$ cat src/rtl/ins_mem_loader_pkg.sv
// ins_mem_loader_pkg
//   Shared definitions for the instruction-memory write path.
//   Holds the byte/word geometry, the InsMemRW level constants and the
//   loader state encoding. The instruction memory uses the same constants,
//   so both sides agree on which level means "write".
//   No ports (package).

package ins_mem_loader_pkg;

  localparam int BYTE_W     = 8;
  localparam int WORD_W     = 32;
  localparam int WORD_BYTES = 4;

  // InsMemRW levels: read is the idle level, write is a one-cycle strobe
  localparam logic MEM_RD = 1'b1;
  localparam logic MEM_WR = 1'b0;

  typedef enum logic [1:0] {
    ST_IDLE  = 2'd0,
    ST_RECV  = 2'd1,
    ST_WRITE = 2'd2,
    ST_DONE  = 2'd3
  } loader_state_t;

endpackage

$ cat src/rtl/ins_word_packer.sv
// ins_word_packer
//   Packs a byte stream big-endian into 32-bit words. The first byte of a
//   word ends up in bits [31:24] because every new byte shifts in from the
//   bottom.
// Ports
//   clk       in   1       clock
//   rst       in   1       asynchronous active-high reset
//   clear     in   1       restart the byte count at a word boundary
//   shift_en  in   1       a byte is accepted this cycle
//   byte_in   in   8       byte to shift in
//   word      out  32      packed word (valid once word_full has fired)
//   word_full out  1       the byte accepted this cycle completes a word

module ins_word_packer
  import ins_mem_loader_pkg::*;
(
  input  logic              clk,
  input  logic              rst,
  input  logic              clear,
  input  logic              shift_en,
  input  logic [BYTE_W-1:0] byte_in,
  output logic [WORD_W-1:0] word,
  output logic              word_full
);

  logic [1:0] byte_cnt;

  // The 2-bit counter wraps to 0 on the 4th byte, so no explicit clear
  // is needed between words of the same load.
  always_ff @(posedge clk or posedge rst) begin
    if (rst) begin
      word     <= '0;
      byte_cnt <= 2'd0;
    end else if (clear) begin
      byte_cnt <= 2'd0;
    end else if (shift_en) begin
      word     <= {word[WORD_W-BYTE_W-1:0], byte_in};
      byte_cnt <= byte_cnt + 2'd1;
    end
  end

  assign word_full = shift_en && (byte_cnt == 2'd3);

endmodule

$ cat src/rtl/ins_mem_loader.sv
// ins_mem_loader
//   Write-side companion of the instruction memory. Accepts bytes over a
//   valid/ready handshake, packs four of them into one instruction and
//   writes it at consecutive word addresses starting at BASE_ADDR, pulsing
//   InsMemRW low for exactly one cycle per word.
// Ports
//   CLK           in   1      clock
//   Reset         in   1      asynchronous active-high reset
//   start         in   1      begin a load (only looked at in IDLE)
//   len_words     in   CNT_W  number of words to load, sampled with start
//   byte_valid    in   1      source presents byte_data
//   byte_data     in   8      next byte, first byte of a word is [31:24]
//   byte_ready    out  1      loader accepts a byte this cycle
//   IAddr         out  32     byte address to instruction memory
//   IDataIn       out  32     instruction word to write
//   InsMemRW      out  1      0 = write this cycle, 1 = read (idle)
//   busy          out  1      load in progress
//   done          out  1      one-cycle pulse at the end of a load
//   words_loaded  out  CNT_W  words written in the current/last load

module ins_mem_loader
  import ins_mem_loader_pkg::*;
#(
  parameter logic [31:0] BASE_ADDR = 32'h0,
  parameter int          CNT_W     = 8
) (
  input  logic              CLK,
  input  logic              Reset,
  input  logic              start,
  input  logic [CNT_W-1:0]  len_words,
  input  logic              byte_valid,
  input  logic [BYTE_W-1:0] byte_data,
  output logic              byte_ready,
  output logic [31:0]       IAddr,
  output logic [WORD_W-1:0] IDataIn,
  output logic              InsMemRW,
  output logic              busy,
  output logic              done,
  output logic [CNT_W-1:0]  words_loaded
);

  loader_state_t     state, next_state;
  logic [CNT_W-1:0]  len_q;
  logic [CNT_W-1:0]  words_next;
  logic [WORD_W-1:0] packed_word;
  logic [WORD_W-1:0] last_word;
  logic              word_full;
  logic              shift_en;
  logic              load_go;

  assign load_go    = (state == ST_IDLE) && start;
  assign shift_en   = byte_valid && byte_ready;
  assign words_next = words_loaded + CNT_W'(1);

  ins_word_packer u_packer (
    .clk       (CLK),
    .rst       (Reset),
    .clear     (load_go),
    .shift_en  (shift_en),
    .byte_in   (byte_data),
    .word      (packed_word),
    .word_full (word_full)
  );

  // State register
  always_ff @(posedge CLK or posedge Reset) begin
    if (Reset) state <= ST_IDLE;
    else       state <= next_state;
  end

  // Next-state logic. WRITE always lasts one cycle; a zero-length start
  // goes straight to DONE so the host still sees a completion pulse.
  always_comb begin
    next_state = state;
    case (state)
      ST_IDLE: begin
        if (start) next_state = (len_words != '0) ? ST_RECV : ST_DONE;
      end
      ST_RECV: begin
        if (word_full) next_state = ST_WRITE;
      end
      ST_WRITE: begin
        next_state = (words_next == len_q) ? ST_DONE : ST_RECV;
      end
      ST_DONE: begin
        next_state = ST_IDLE;
      end
      default: next_state = ST_IDLE;
    endcase
  end

  // Outputs depend on state only, so byte_ready has no path back from the
  // packer's word_full and the handshake stays loop-free.
  assign byte_ready = (state == ST_RECV);
  assign InsMemRW   = (state == ST_WRITE) ? MEM_WR : MEM_RD;
  assign busy       = (state == ST_RECV) || (state == ST_WRITE);
  assign done       = (state == ST_DONE);
  assign IDataIn    = (state == ST_WRITE) ? packed_word : last_word;

  // Load length, address and word counters. last_word keeps the previous
  // instruction on IDataIn while the packer is filling the next one.
  always_ff @(posedge CLK or posedge Reset) begin
    if (Reset) begin
      len_q        <= '0;
      words_loaded <= '0;
      IAddr        <= BASE_ADDR;
      last_word    <= '0;
    end else if (load_go) begin
      len_q        <= len_words;
      words_loaded <= '0;
      IAddr        <= BASE_ADDR;
    end else if (state == ST_WRITE) begin
      words_loaded <= words_next;
      IAddr        <= IAddr + 32'd4;
      last_word    <= packed_word;
    end
  end

endmodule

$ cat config.mk
export PLATFORM = sky130hd
export DESIGN_NAME = ins_mem_loader
export DESIGN_NICKNAME = d
export VERILOG_FILES = /design/src/rtl/ins_mem_loader_pkg.sv /design/src/rtl/ins_word_packer.sv /design/src/rtl/ins_mem_loader.sv
export SDC_FILE = /design/constraint.sdc
export NUM_CORES = 1
export LEC_CHECK = 0
export ABC_AREA = 1
export BUFFER_PORTS_ARGS = -buffer_cell sky130_fd_sc_hd__buf_2
export CORE_MARGIN = 4
export CORE_UTILIZATION = 55
export DETAILED_ROUTE_END_ITERATION = 6
export PLACE_DENSITY = 0.74
export SLEW_MARGIN = 10
export SYNTH_ARGS = -nofsm -noshare
export SYNTH_HDL_FRONTEND = slang
export SYNTH_SLANG_ARGS = --single-unit
$ cat constraint.sdc
create_clock -name CLK -period 9.7 [get_ports CLK]
set_clock_uncertainty 0.1 [all_clocks]
set_input_delay 0.97 -clock CLK [delete_from_list [all_inputs] [get_ports CLK]]
set_output_delay 0.97 -clock CLK [all_outputs]
set_load 0.01 [all_outputs]
==> metrics <==
status complete, no violations; initial antenna violation count 0; synth top area cells dfrtp_1 50%, nand2_1 13%, o21ai_0 11%; DRC 0; Synth top area share 49.7%; met3 wire length 947 um; Post-synth top flop dfrtp_1; unique cell type count in the Yosys netlist 38; first-pass GRT wire length 23600 um; IO Port Bufs 93; Seq/Total Area, Yosys 49.7%; Yosys warning total 0; initial core utilization 56.0%; die area 12100 um^2; final setup fails 0; Syn Inst Count 736; top post-synthesis cells by count 196 x nand2_1, 121 x o21ai_0, 114 x dfrtp_1, 90 x inv_1, 46 x nor2_1; actual slew at the worst max-slew pin 1150 ps; number of H-tree levels 4; pwr dens 292 nW/um^2; EDFF count, synth 0; DR vias 5308; layout cell share with drive strength beyond 1 17.4%; met2 WL 7060 um; setup_tns 0 ps; leading area contributor after synthesis dfrtp_1; post-DP HPWL 9410 um; final instance area 6840 um^2; Pre-antenna DRT Iters 5; grt ovf 0; row cnt 37; Lkg Pwr 3.38 nW; CP Max Fanout 66; Rel. slew slack 23.0%; VDD IR max 0.205 mV; Final Cycle Share 35.5%; CP required 10000 ps; Total Routing Usage GR 24.8%; reg-to-reg slack, setup 6260 ps; Post-CTS Setup Bufs 0; fill count 854; Setup CP Type reg -> reg; worst endpoint data arrival time 3740 ps; latest clock arrival within the worst-skew pair 530 ps; drt wl/cell 14.5 um; core area 10200 um^2; syn_area_per_cell 7.79 um^2; CTS tree yes; Reg2Reg Depth 5; number of routed nets with antenna violations 0; FFs w/ async S/R, synth 100%; Post-DP Area 6260 um^2; die extent in x 110 um; clock-pin slew on the worst setup and hold paths 60 ps; worst r2r dst u_packer.word[13]$_DFFE_PP0P_; Area growth syn-to-layout 19.2%; reg-to-reg critical path startpoint state[0]$_DFFE_PP0P_; synthesis-stage register bit count 114; CP Launch Type flop; routability cong. 0.894; count leader, synth nand2_1; vias in the first global route 5025; antenna cells 0; top sig layer met4; post-DR vias/cell 5.48; number of CTS-inserted buffers 17; highest clock rate 291 MHz; Slew Limit Fails 0; number of max-cap violations 0; io pins 96; worst hold path class in -> async; Die Span Y 110 um; post_cts resized 0; Final #Nets 848; multi-input combinational cell area 2400 um^2; cts hold-fix bufs 0; minimum clock period after layout 3440 ps; Sequential Area 2850 um^2; CTS sink cnt 114; Detailed Route WL 14100 um; Hold Fails Final Rpt 0; critical path launch point state[0]$_DFFE_PP0P_; met1 wire length 5870 um; RSZ-0062 raised after global routing no; Post-Syn Area 5730 um^2; DR iter-0 viols 463; Critical Path Sink Type flop; largest net degree at the start of global routing 90; Clock Path Buffers 2; Clock Tree Root clkbuf_8
==> layout make-up <==
class	count	area share [%]
Clock inverter	15	2.32
Inverter	91	5.22
Timing Repair Buffer	95	7.03
Multi-Input combinational cell	501	35.1
Clock buffer	17	6.06
Tap cell	136	2.49
Sequential cell	114	41.7
==> flip-flops by register name, indices dropped and copies added, names as in the netlist <==
signal / count
len_q: 8
state: 2
words_loaded: 8
u_packer.word: 32
u_packer.byte_cnt: 2
last_word: 32
IAddr: 30
==> worst max-delay path, cell delays in order (launching register included) <==
cell	delay [ps]
dfrtp_1	380
inv_1	100
ha_1	220
nand2_1	770
nand3_2	1130
o21ai_0	580
==> logic make-up after synthesis <==
logic type                 count (synthesis)  synth area share [%]
and+or+nand+nor                          326                  24.6
other                                      1                0.0654
xor gates and xnor gates                   4                 0.611
buffers and inverters                    122                  8.64
adders and majority gates                  8                  1.75
DFF                                      114                  49.7
AOI/OAI and AO/OA                        161                  14.6
==> report_power, final <==
part / total, W / internal [W] / switching (W) / leakage (nW)
sequential: 0.000721 / 0.000625 / 0.0000958 / 1.47
combinational: 0.000676 / 0.000222 / 0.000454 / 1.63
clock: 0.000601 / 0.000367 / 0.000234 / 0.275
==> metrics by stage <==
step                      hold WS (ps)  cells  total power (W)  utilization, %  setup slack (ps)
after CTS                          319    969          0.00201            66.8              6230
after detailed placement           373    937          0.00140            61.2              5960
after global placement             366    937          0.00137            61.2              6130
final                              310    969          0.00200            66.8              6260
after floorplan                    353    737          0.00117               -              5610
after global routing               325    969          0.00215            66.8              5760
==> routing by layer <==
layer,track usage [%],vias to the layer above
met5,0,-
met1,32.4,2532
met3,5.47,16
li1,-,2563
met2,41.2,197
met4,8.53,0
==> cells in the final DEF (no fill, tap or decap), types with 2 or more instances in the layout <==
cell and n:
nor4_1 5, bufinv_16 2, a21oi_1 23, nand2_1 195, nand3_1 39, nor3_2 3
xor2_1 2, clkinv_4 4, conb_1 2, nor2_2 4, nand4_1 14, nor2_1 46
o21ai_0 121, clkbuf_16 16, inv_1 89, o22ai_1 6, a31oi_1 2, clkinvlp_4 3
inv_6 3, o21bai_1 2, buf_2 93, buf_4 2, nand2_2 2, nor3_1 9
ha_1 8, or3_1 2, dfrtp_1 114, o31ai_1 2, nand3_2 2, xnor2_1 2
clkinv_2 3
==> worst max path at each step <==
stage / endpoint / slack [ps] / depth (start not counted)
global placement: words_loaded[7]$_DFFE_PP0P_ / 6130 / 6
CTS: u_packer.word[13]$_DFFE_PP0P_ / 6230 / 5
finish: u_packer.word[13]$_DFFE_PP0P_ / 6260 / 5
floorplan: IAddr[10]$_DFFE_PP0P_ / 5610 / 1
global route: u_packer.word[13]$_DFFE_PP0P_ / 5760 / 5
detailed placement: u_packer.word[29]$_DFFE_PP0P_ / 5960 / 4
No activity file was read; power rests on OpenSTA's default activity.
